$ cat src/rtl/bus_timer_pkg.sv
// bus_timer_pkg: register map, handshake states and byte-merge helper for the bus timer.
package bus_timer_pkg;

    typedef enum logic [1:0] {ST_IDLE, ST_ACK, ST_RELEASE} bus_state_t;

    localparam int REG_MTIME_LO = 0;
    localparam int REG_MTIME_HI = 1;
    localparam int REG_CMP_LO   = 2;
    localparam int REG_CMP_HI   = 3;
    localparam int REG_CTRL     = 4;

    localparam int CTRL_EN      = 0;
    localparam int CTRL_DIV_LSB = 8;

    localparam logic [63:0] MTIMECMP_RST = '1;

    function automatic logic [31:0] merge_bytes(input logic [31:0] cur, input logic [31:0] wd,
                                                input logic [3:0] be);
        logic [31:0] r;
        for (int i = 0; i < 4; i++) r[8*i +: 8] = be[i] ? wd[8*i +: 8] : cur[8*i +: 8];
        return r;
    endfunction

endpackage

$ cat src/rtl/bus_slave_fsm.sv
// bus_slave_fsm: IDLE/ACK/RELEASE responder handshake with request latch.
module bus_slave_fsm
    import bus_timer_pkg::*;
#(
    parameter int XLEN   = 32,
    parameter int OFFS_W = 5
) (
    input  logic              clk,
    input  logic              rst,
    input  logic              bus_en,
    input  logic              wr_en,
    input  logic [OFFS_W-3:0] offs,
    input  logic [XLEN-1:0]   wr_data,
    input  logic [3:0]        byte_en,
    output logic              take,
    output logic              ack,
    output logic              req_wr,
    output logic [OFFS_W-3:0] req_offs,
    output logic [XLEN-1:0]   req_wdata,
    output logic [3:0]        req_be
);

    bus_state_t state;

    assign take = state == ST_IDLE && bus_en;

    always_ff @(posedge clk or posedge rst) begin
        if (rst) begin
            state     <= ST_IDLE;
            ack       <= 1'b0;
            req_wr    <= 1'b0;
            req_offs  <= '0;
            req_wdata <= '0;
            req_be    <= '0;
        end else begin
            ack <= take;
            if (take) begin
                req_wr    <= wr_en;
                req_offs  <= offs;
                req_wdata <= wr_data;
                req_be    <= byte_en;
            end
            // ACK always moves on, so a dropped request still completes its single ack
            state <= take ? ST_ACK :
                     state == ST_ACK ? ST_RELEASE :
                     (state == ST_RELEASE && !bus_en) ? ST_IDLE : state;
        end
    end

endmodule

$ cat src/rtl/bus_timer.sv
// bus_timer: memory-mapped 64-bit mtime/mtimecmp machine timer with prescaler.
module bus_timer
    import bus_timer_pkg::*;
#(
    parameter int XLEN    = 32,
    parameter int PRESC_W = 8,
    parameter int OFFS_W  = 5
) (
    input  logic            i_clk,
    input  logic            i_rst,
    input  logic            i_bus_en,
    input  logic            i_wr_en,
    input  logic [XLEN-1:0] i_addr,
    input  logic [XLEN-1:0] i_wr_data,
    input  logic [3:0]      i_byte_en,
    output logic            o_ack,
    output logic [XLEN-1:0] o_rd_data,
    output logic            o_tip
);

    localparam int OW = OFFS_W - 2;
    localparam logic [XLEN-1:0] CTRL_MASK =
        (XLEN'({PRESC_W{1'b1}}) << CTRL_DIV_LSB) | XLEN'(1 << CTRL_EN);

    logic [63:0]        mtime, mtimecmp;
    logic [XLEN-1:0]    ctrl, rd_word, req_wdata;
    logic [PRESC_W-1:0] presc_cnt, div;
    logic [OW-1:0]      offs, req_offs;
    logic [3:0]         req_be;
    logic               take, req_wr, commit, en, tick;
    logic               wr_mlo, wr_mhi, wr_clo, wr_chi, wr_ctrl;
    logic               addr_unused;

    assign offs        = i_addr[OFFS_W-1:2];
    assign addr_unused = ^{i_addr[XLEN-1:OFFS_W], i_addr[1:0]};

    bus_slave_fsm #(.XLEN(XLEN), .OFFS_W(OFFS_W)) u_fsm (
        .clk      (i_clk),
        .rst      (i_rst),
        .bus_en   (i_bus_en),
        .wr_en    (i_wr_en),
        .offs     (offs),
        .wr_data  (i_wr_data),
        .byte_en  (i_byte_en),
        .take     (take),
        .ack      (o_ack),
        .req_wr   (req_wr),
        .req_offs (req_offs),
        .req_wdata(req_wdata),
        .req_be   (req_be)
    );

    assign commit  = o_ack && req_wr;
    assign wr_mlo  = commit && req_offs == OW'(REG_MTIME_LO);
    assign wr_mhi  = commit && req_offs == OW'(REG_MTIME_HI);
    assign wr_clo  = commit && req_offs == OW'(REG_CMP_LO);
    assign wr_chi  = commit && req_offs == OW'(REG_CMP_HI);
    assign wr_ctrl = commit && req_offs == OW'(REG_CTRL);

    assign en   = ctrl[CTRL_EN];
    assign div  = ctrl[CTRL_DIV_LSB +: PRESC_W];
    assign tick = en && presc_cnt == div;

    always_comb begin
        rd_word = offs == OW'(REG_MTIME_LO) ? mtime[31:0] :
                  offs == OW'(REG_MTIME_HI) ? mtime[63:32] :
                  offs == OW'(REG_CMP_LO)   ? mtimecmp[31:0] :
                  offs == OW'(REG_CMP_HI)   ? mtimecmp[63:32] :
                  offs == OW'(REG_CTRL)     ? ctrl : '0;
    end

    always_ff @(posedge i_clk or posedge i_rst) begin
        if (i_rst) begin
            mtime     <= '0;
            mtimecmp  <= MTIMECMP_RST;
            ctrl      <= '0;
            presc_cnt <= '0;
            o_tip     <= 1'b0;
            o_rd_data <= '0;
        end else begin
            o_tip <= mtime >= mtimecmp;
            if (take) o_rd_data <= i_wr_en ? '0 : rd_word;
            if (wr_ctrl) presc_cnt <= '0;
            else if (en) presc_cnt <= tick ? '0 : presc_cnt + PRESC_W'(1);
            // a software write to either half suppresses that cycle's tick entirely
            if (wr_mlo) mtime[31:0] <= merge_bytes(mtime[31:0], req_wdata, req_be);
            else if (wr_mhi) mtime[63:32] <= merge_bytes(mtime[63:32], req_wdata, req_be);
            else if (tick) mtime <= mtime + 64'd1;
            if (wr_clo) mtimecmp[31:0] <= merge_bytes(mtimecmp[31:0], req_wdata, req_be);
            if (wr_chi) mtimecmp[63:32] <= merge_bytes(mtimecmp[63:32], req_wdata, req_be);
            if (wr_ctrl) ctrl <= merge_bytes(ctrl, req_wdata, req_be) & CTRL_MASK;
        end
    end

endmodule
$ cat config.mk
export PLATFORM = sky130hd
export DESIGN_NAME = bus_timer
export DESIGN_NICKNAME = d
export VERILOG_FILES = /design/src/rtl/bus_timer_pkg.sv /design/src/rtl/bus_slave_fsm.sv /design/src/rtl/bus_timer.sv
export SDC_FILE = /design/constraint.sdc
export NUM_CORES = 1
export LEC_CHECK = 0
export ABC_CLOCK_PERIOD_IN_PS = 14550
export CAP_MARGIN = 20
export CELL_PAD_IN_SITES_DETAIL_PLACEMENT = 0
export CELL_PAD_IN_SITES_GLOBAL_PLACEMENT = 1
export CORE_ASPECT_RATIO = 2
export CORE_MARGIN = 2
export CORE_UTILIZATION = 45
export DETAILED_ROUTE_END_ITERATION = 12
export PLACE_DENSITY = 0.9
export SLEW_MARGIN = 20
export SYNTH_ARGS = -nofsm -noshare
export SYNTH_HDL_FRONTEND = slang
export SYNTH_HIERARCHICAL = 1
export SYNTH_SLANG_ARGS = --single-unit
$ cat constraint.sdc
create_clock -name i_clk -period 14.55 [get_ports i_clk]
set_clock_uncertainty 0.1 [all_clocks]
set_input_delay 1.455 -clock i_clk [delete_from_list [all_inputs] [get_ports i_clk]]
set_output_delay 1.455 -clock i_clk [all_outputs]
set_load 0.05 [all_outputs]
==> metrics, run 1 <==
die span in x=125 um; fin cells=1767; post_cts resized=0; Clock Sink Count=221; worst-path maximum fanout=31; routability congestion estimate from global placement=0.981; final setup margin=10.84 ns; Area contributors post-synth=dfrtp_1 30%, dfstp_2 13%, mux2_2 8.8%; flops & latches, synth=221; Synth Area in XOR/XNOR=0.924%; Final Hold Viols=0; Boundary Pins=106; layout cells sized above 1=18.0%; cell area after synthesis=0.0133 sq mm; clk buf depth=3; DR vias=11200; Skew-Pair Late Insertion Delay=0.54 ns; P_leak=0.00602 uW; CP startpoint=u_fsm/req_offs[1]; Compound-Gate Fraction of Synth Area=17.8%; Post-synth top cells=157 x dfrtp_1, 112 x inv_1, 104 x mux2_2, 94 x nand2_1, 82 x nor2_1; gr usage total=27.5%; Post-synth EDFFs=0; die area=0.0309 sq mm; average size of a mapped cell=9.87 sq um; Post-Place Cells=1726; max_slew headroom=21.9%; core area=0.0293 sq mm; Slew Viols, Final=0; pin count of the biggest net entering global routing=110; post-synthesis simple-gate area fraction=14.6%; Final Cycle Share=25.5%; Max-Cap Viols=0; Hold Crit Class=reg -> reg; Worst setup EP type=flop; yosys warns=6; DR vias/cell=6.37; Peak supply drop=0.000118 V; pwr dens=184 mW/mm^2; htree depth=1; Buffers on Ports=76; DR WL/cell=24.0 um; first-pass GRT wire length=66400 um; worst-margin pin slew=1.17 ns; NumNets Final=1525; sequential area share after synthesis=42.3%; area delta synth->final=13.4%; synthesized-area fraction occupied by adder cells=6.23%; Std-Cell Rows=89; post-synth top area share=29.6%; Total Wirelength=42500 um; Most used DFF post-synth=dfrtp_1; clk slew on worst S/H paths=0.06 ns; post-synth top area cell=dfrtp_1; status=finished, final reports clean; drt initial violations=739; Crit path arrival time=4.00 ns; Seq. cell area=0.00561 sq mm; Crit Path Class=reg -> reg; mux share of post-synthesis cell area=12.5%; Hold Slack=0.421 ns; Critical Path RT=14.84 ns; cell with the most instances after synthesis=dfrtp_1; worst r2r src=u_fsm/req_offs[1]; CTS buffer count=23; Hold Startpoint=mtimecmp[7]; count of cell types in the netlist=80; Post-CTS Repair Setup Buffers=0; endpoints failing setup=0; DRT Pass-1 Iters=6; startpoint types=flop; initial antenna violation count=0; number of global-route vias before repair=11600; DRC errors left=0; Syn Inst Count=1344; number of fill cells=2676; Starting Density=45.3%; Multi-input gate area=0.00694 sq mm; Final min period=3.71 ns; RSZ-0062 raised after global routing=false; CTS tree=done; largest family of logic cells by synthesized area=compound AO/OA/AOI/OAI gates; Post-synth ARST share=100%; Antenna Cells=0; Post-Place Worst Slack=10.40 ns; setup tns final=0 ns; gr ovfl total=0; synthesized net count=1482; placed wire-length estimate=30800 um; die outline height=247 um; post-route antenna net violation count=0; Fmax=0.270 GHz; Clock Root Buffer=clkbuf_16; cts hold-fix bufs=0
[area by class of cell]
| class | count | share of cell area [%] |
|---|---|---|
| inverters | 113 | 2.88 |
| repair buffers | 91 | 5.72 |
| multi-input cells | 937 | 46.2 |
| flip-flops and latches | 221 | 37.3 |
| clock buffers | 35 | 4.53 |
| well taps | 364 | 3.03 |
| clock inverters | 6 | 0.383 |
[registers in the layout, summed over array words and instances (netlist names)]
register         flops
mtimecmp            64
o_rd_data           32
ctrl                 9
u_fsm/req_offs       3
u_fsm/req_wr         1
u_fsm/state          2
mtime               64
u_fsm/ack            1
u_fsm/req_be         4
o_tip                1
presc_cnt            8
u_fsm/req_wdata     32
[final timing paths]
| kind | to | slack [ns] | depth (start not counted) |
|---|---|---|---|
| hold reg to reg | mtimecmp[7] | 0.42 | 2 |
| min in group asynchronous | o_rd_data[17] | 1.41 | 2 |
| hold / removal | mtimecmp[7] | 0.42 | 2 |
| max in group asynchronous | mtime[51] | 11.45 | 3 |
| setup reg to reg | mtime[42] | 10.84 | 8 |
| setup / recovery | mtime[42] | 10.84 | 8 |
[through the flow]
step | utilization, % | cell area (sq um) | total power (uW)
floorplan | - | 13300 | 1780
finish | 51.3 | 15000 | 2770
CTS | 51.3 | 15000 | 2780
global route | 51.3 | 15000 | 2930
detailed placement | 48.8 | 14300 | 2180
global placement | 48.8 | 14300 | 2130
[cells in the final DEF, fill, tap and decap left out, drive strengths merged, types with 5 or more instances in the layout]
master and count:
nand2 95, mux2i 25, o22ai 22, or4 8, and4 9, a2bb2oi 8, a22oi 13, nor2 82
a21o 34, clkbuf 35, mux4 9, nand3 43, nand4 34, o211ai 5, nor4 16, a41oi 5
ha 66, and3 20, or3 7, clkinv 6, mux2 107, o21ai 58, inv 111, dfstp 64
a31oi 25, xnor2 10, buf 17, clkdlybuf4s50 74, dfrtp 157, nor3 22, nand2b 8, a211oi 7
o22a 34, and2 13, o221ai 23, a21oi 64
[logic make-up after synthesis]
family,count (synthesis)
flops,221
fa+ha+maj,66
mux,141
compound gates,343
buf+inv,186
xor+xnor,14
simple gates,373
[per-layer routing]
metal	track usage (%)	part of all wire, %	wire [um]
met5	0	0	0
met4	15.8	6.2	2650
met3	3.01	4.9	2070
met2	48.2	51	21500
met1	32.5	38	16300
[where the power goes]
group	switching (uW)	total (uW)	internal, uW	leakage, uW
registers	314	1200	883	0.00270
logic	547	982	434	0.00295
clock network	249	588	339	0.000364
[worst max-delay path, stage by stage (launching register included)]
cell      delay [ns]
dfrtp_1         0.46
nor4bb_4        0.98
and2_1          0.25
buf_4           0.38
nor4_2          0.07
buf_4           0.20
a21boi_1        0.72
o21ai_0         0.23
a21boi_0        0.17
(Power assumes the default switching activity.)
==> run 2: changes to the inputs <==
ABC_CLOCK_PERIOD_IN_PS = 3080   (was 14550)
CORE_UTILIZATION = 42   (was 45)
PLACE_DENSITY = 0.88   (was 0.9)
clock period = 3.08 ns   (was 14.55 ns; I/O delays follow)
==> run 2 against run 1 <==
- wire length increased by 6.8%
- sequential share of layout area decreased by 1.7 points
- critical path depth increased by 1
- global-route usage increased by 0.18 points
- setup slack got worse by 11 ns
- first-iteration DRC count decreased by 6.0%
- sequential cell count unchanged
- die area increased by 7.0%
- final cell count increased by 7.8%
- power increased to 4.8 times the previous value
- critical endpoint is now mtime[58]
==> metrics, run 2 (synthesis results as in run 1) <==
worst path cell trace=ha_1 > nand3_1 > nor4_4 > buf_4 > nand4_1 > nor4_1 > buf_4 > a31oi_1 > o22a_1; Starting Density=42.4%; core area=0.0313 sq mm; Post-CTS Repair Setup Buffers=0; Worst setup EP type=flop; Max-Cap Viols=0; CP startpoint=mtime[1]; post-route antenna net violation count=0; Hold Crit Class=in -> async; Power Total=13400 uW; DRT Pass-1 Iters=5; die area=0.0331 sq mm; Crit path arrival time=3.24 ns; clk buf depth=3; CTS tree=done; DR vias/cell=6.05; number of fill cells=2915; placed wire-length estimate=33800 um; DRC errors left=0; Final Hold Viols=0; reg2reg end=mtime[58]; Regs by FF count=mtime: 64 flops, mtimecmp: 64 flops; number of global-route vias before repair=12100; post_cts resized=0; Final Cycle Share=95.0%; startpoint types=flop; die outline height=255 um; DR WL/cell=23.8 um; pin count of the biggest net entering global routing=75; Seq. cell area=0.00561 sq mm; most common cell after layout, fill and taps aside=dfrtp_1; Fmax=0.342 GHz; DR vias=11500; Clock Sink Count=221; drt initial violations=695; max_slew headroom=42.0%; die span in x=130 um; Antenna Cells=0; most frequent cells in the layout=157 x dfrtp_1, 110 x inv_1, 104 x mux2_2; Clock Root Buffer=clkbuf_16; setup tns final=0 ns; gr usage total=27.7%; htree depth=1; pwr dens=850 mW/mm^2; initial antenna violation count=0; Finished Core Util=50.3%; P_leak=0.00642 uW; worst-path maximum fanout=5; Crit Path Class=reg -> reg; Critical Path RT=3.39 ns; RSZ-0062 raised after global routing=false; layout cells sized above 1=22.4%; Largest stage delay, worst path=0.42 ns; flop2flop setup slack=0.15 ns; first-pass GRT wire length=70400 um; Top cell by count, worst path=buf_4; worst r2r src=mtime[1]; Boundary Pins=106; Final min period=2.93 ns; worst-margin pin slew=0.858 ns; Peak supply drop=0.000539 V; Total Wirelength=45400 um; NumNets Final=1604; Worst setup endpoint=mtime[58]; area delta synth->final=18.8%; Multi-input gate area=0.00693 sq mm; Buffers on Ports=76; status=finished, final reports clean; gr ovfl total=0; cts hold-fix bufs=0; Skew-Pair Late Insertion Delay=0.54 ns; Slowest-stage cell, CP=nor4_4; clk slew on worst S/H paths=0.07 ns; Std-Cell Rows=92; CTS buffer count=23; endpoints failing setup=0; Slew Viols, Final=0; depth of the worst register-to-register path=9; routability congestion estimate from global placement=0.991
run 2: stage by stage:
step | hold WS [ns] | instances | worst slack, ns | instance area (sq um)
4_1_cts | 0.133 | 1905 | 0.0919 | 15800
3_3_place_gp | 0.405 | 1864 | 0.140 | 15100
6_report | 0.127 | 1905 | 0.153 | 15800
5_1_grt | 0.146 | 1905 | 0.0634 | 15800
2_1_floorplan | 0.325 | 1344 | 0.444 | 13300
3_5_place_dp | 0.412 | 1864 | 0.0898 | 15100
run 2: metal layers:
layer / track usage [%] / part of all wire (%) / vias up
met3: 2.66 / 4.5 / 118
li1: - / - / 5196
met1: 33.0 / 38 / 5766
met5: 0 / 0 / -
met4: 13.3 / 5.2 / 0
met2: 48.9 / 52 / 448
run 2: how the worst min path moves through the flow:
stage	to	cells past startpoint	start
floorplan	u_fsm/state[1]	1	i_bus_en
global placement	mtimecmp[7]	2	mtimecmp[7]
detailed placement	mtimecmp[7]	2	mtimecmp[7]
CTS	u_fsm/req_wdata[17]	3	i_rst
global route	u_fsm/req_wdata[17]	3	i_rst
finish	u_fsm/req_wdata[17]	3	i_rst
run 2: worst max-delay path, delay by kind of cell, from the launching register on:
family	cells	cell delay (ns)
and+or+nand+nor	4	1.35
buffers and inverters	2	0.42
AOI/OAI and AO/OA	2	0.28
DFF	1	0.41
adders and majority gates	1	0.26
run 2: power by group:
part	total, uW	switching [uW]	internal [uW]
combinational	5200	2880	2320
clock	2660	1210	1450
sequential	5540	1360	4170
total	13400	5460	7950
run 2: cell type report:
| class | instances | area share [%] |
|---|---|---|
| multi-input cells | 937 | 43.9 |
| clock inverters | 10 | 0.389 |
| repair buffers | 170 | 9.96 |
| flip-flops and latches | 221 | 35.6 |
| well taps | 423 | 3.36 |
| inverters | 113 | 2.72 |
| clock buffers | 31 | 4.03 |
==> run 3: changes to the inputs <==
CAP_MARGIN = 40   (was 20)
==> run 3 against run 2 <==
- critical path depth did not move
- final cell count is 0.16% higher
- combinational power is 1% higher
- highest routed layer unchanged
==> metrics, run 3 (synthesis results as in run 1) <==
DR vias/cell=6.08; Max-Cap Viols=0; die area=0.0331 sq mm; layout cells sized above 1=22.4%; area delta synth->final=19.5%; die span in x=130 um; htree depth=1; Skew-Pair Late Insertion Delay=0.55 ns; Post-CTS Repair Setup Buffers=0; P_leak=0.00647 uW; clk slew on worst S/H paths=0.07 ns; most common cell after layout, fill and taps aside=dfrtp_1; DRT Pass-1 Iters=5; Regs by FF count=mtime: 64 flops, mtimecmp: 64 flops; startpoint types=flop; setup tns final=0 ns; dpl cell area=0.0151 sq mm; number of global-route vias before repair=12300; Crit Path Class=reg -> reg; initial antenna violation count=0; die outline height=255 um; flop2flop setup slack=0.13 ns; Critical Path RT=3.38 ns; Clock Sink Count=221; worst-path maximum fanout=5; core area=0.0313 sq mm; cell area after layout=0.0158 sq mm; pin count of the biggest net entering global routing=75; Boundary Pins=106; Buffers on Ports=76; RSZ-0062 raised after global routing=false; post-route antenna net violation count=0; Hold Crit Class=in -> async; gr ovfl total=0; max_slew headroom=41.9%; cts hold-fix bufs=0; clk buf depth=3; DR vias=11600; drt initial violations=797; Finished Core Util=50.6%; CTS tree=done; Peak supply drop=0.000638 V; Final Cycle Share=95.7%; Hold Slack=0.104 ns; CTS buffer count=23; Clock Root Buffer=clkbuf_16; placed wire-length estimate=33900 um; Fmax=0.339 GHz; NumNets Final=1605; worst-margin pin slew=0.859 ns; Worst setup EP type=flop; routability congestion estimate from global placement=0.991; Slew Viols, Final=0; Final Hold Viols=0; number of fill cells=2907; most frequent cells in the layout=157 x dfrtp_1, 110 x inv_1, 104 x mux2_2; first-pass GRT wire length=70900 um; Starting Density=42.4%; DRC errors left=0; pwr dens=859 mW/mm^2; DR WL/cell=23.9 um; status=finished, final reports clean; Std-Cell Rows=92; Crit path arrival time=3.25 ns; endpoints failing setup=0; Final min period=2.95 ns; post_cts resized=0; gr usage total=27.8%; Total Wirelength=45500 um
-- run 3: changes by cell type in the layout (fill, tap and decap cells not counted), sizes merged --
cell,delta
clkinv,-5
inv,+3
buf,+1
diode,+1
clkinvlp,-3
bufinv,+1
clkbuf,+5
-- run 3: worst max-delay path: stages, from the launching register on --
cell and delay, ns:
dfrtp_1 0.41, ha_1 0.25, nand3_1 0.26, nor4_4 0.44, buf_4 0.25, nand4_1 0.30
nor4_1 0.37, buf_4 0.17, a31oi_1 0.08, o22a_1 0.19
-- run 3: where the power goes --
part           leakage [uW]  total, uW  internal (uW)  switching (uW)
clock network      0.000370       2820           1620            1210
registers           0.00270       5530           4180            1350
logic               0.00340       5260           2340            2920
total               0.00647      13600           8130            5480
-- run 3: worst paths after layout --
path / from / to / cells past startpoint
worst min-delay path: i_rst / u_fsm/req_wdata[17] / 3
worst max register to register: mtime[1] / mtime[58] / 9
max in group asynchronous: i_rst / mtimecmp[29] / 4
worst min register to register: o_rd_data[29] / o_rd_data[29] / 2
worst max-delay path: mtime[1] / mtime[58] / 9
min in group i_clk: i_wr_data[17] / u_fsm/req_wdata[17] / 2
-- run 3: area by class of cell --
class                           count  area (sq um)  share of cell area [%]
Multi-Input combinational cell    937          6930                    43.7
Sequential cell                   221          5610                    35.4
Timing Repair Buffer              171          1600                    10.1
Clock buffer                       36           684                    4.32
Tap cell                          423           529                    3.34
Inverter                          113           428                    2.70
Clock inverter                      6          66.3                   0.418
Antenna cell                        1          2.50                  0.0158
-- run 3: stage by stage --
step / setup slack [ns] / total power (uW) / instances
after floorplan: 0.444 / 8430 / 1344
after global placement: 0.140 / 10500 / 1864
after detailed placement: 0.103 / 10700 / 1865
after CTS: 0.0585 / 13600 / 1907
after global routing: 0.0353 / 14400 / 1907
final: 0.132 / 13600 / 1908
-- run 3: per-layer routing --
metal  global-route usage [%]  routed length (um)  vias up
met2                     48.0               23400      447
met3                     3.54                2490      143
met1                     32.6               16700     5810
met5                        0                   0        -
li1                         -                   -     5209
met4                     15.9                2940        0
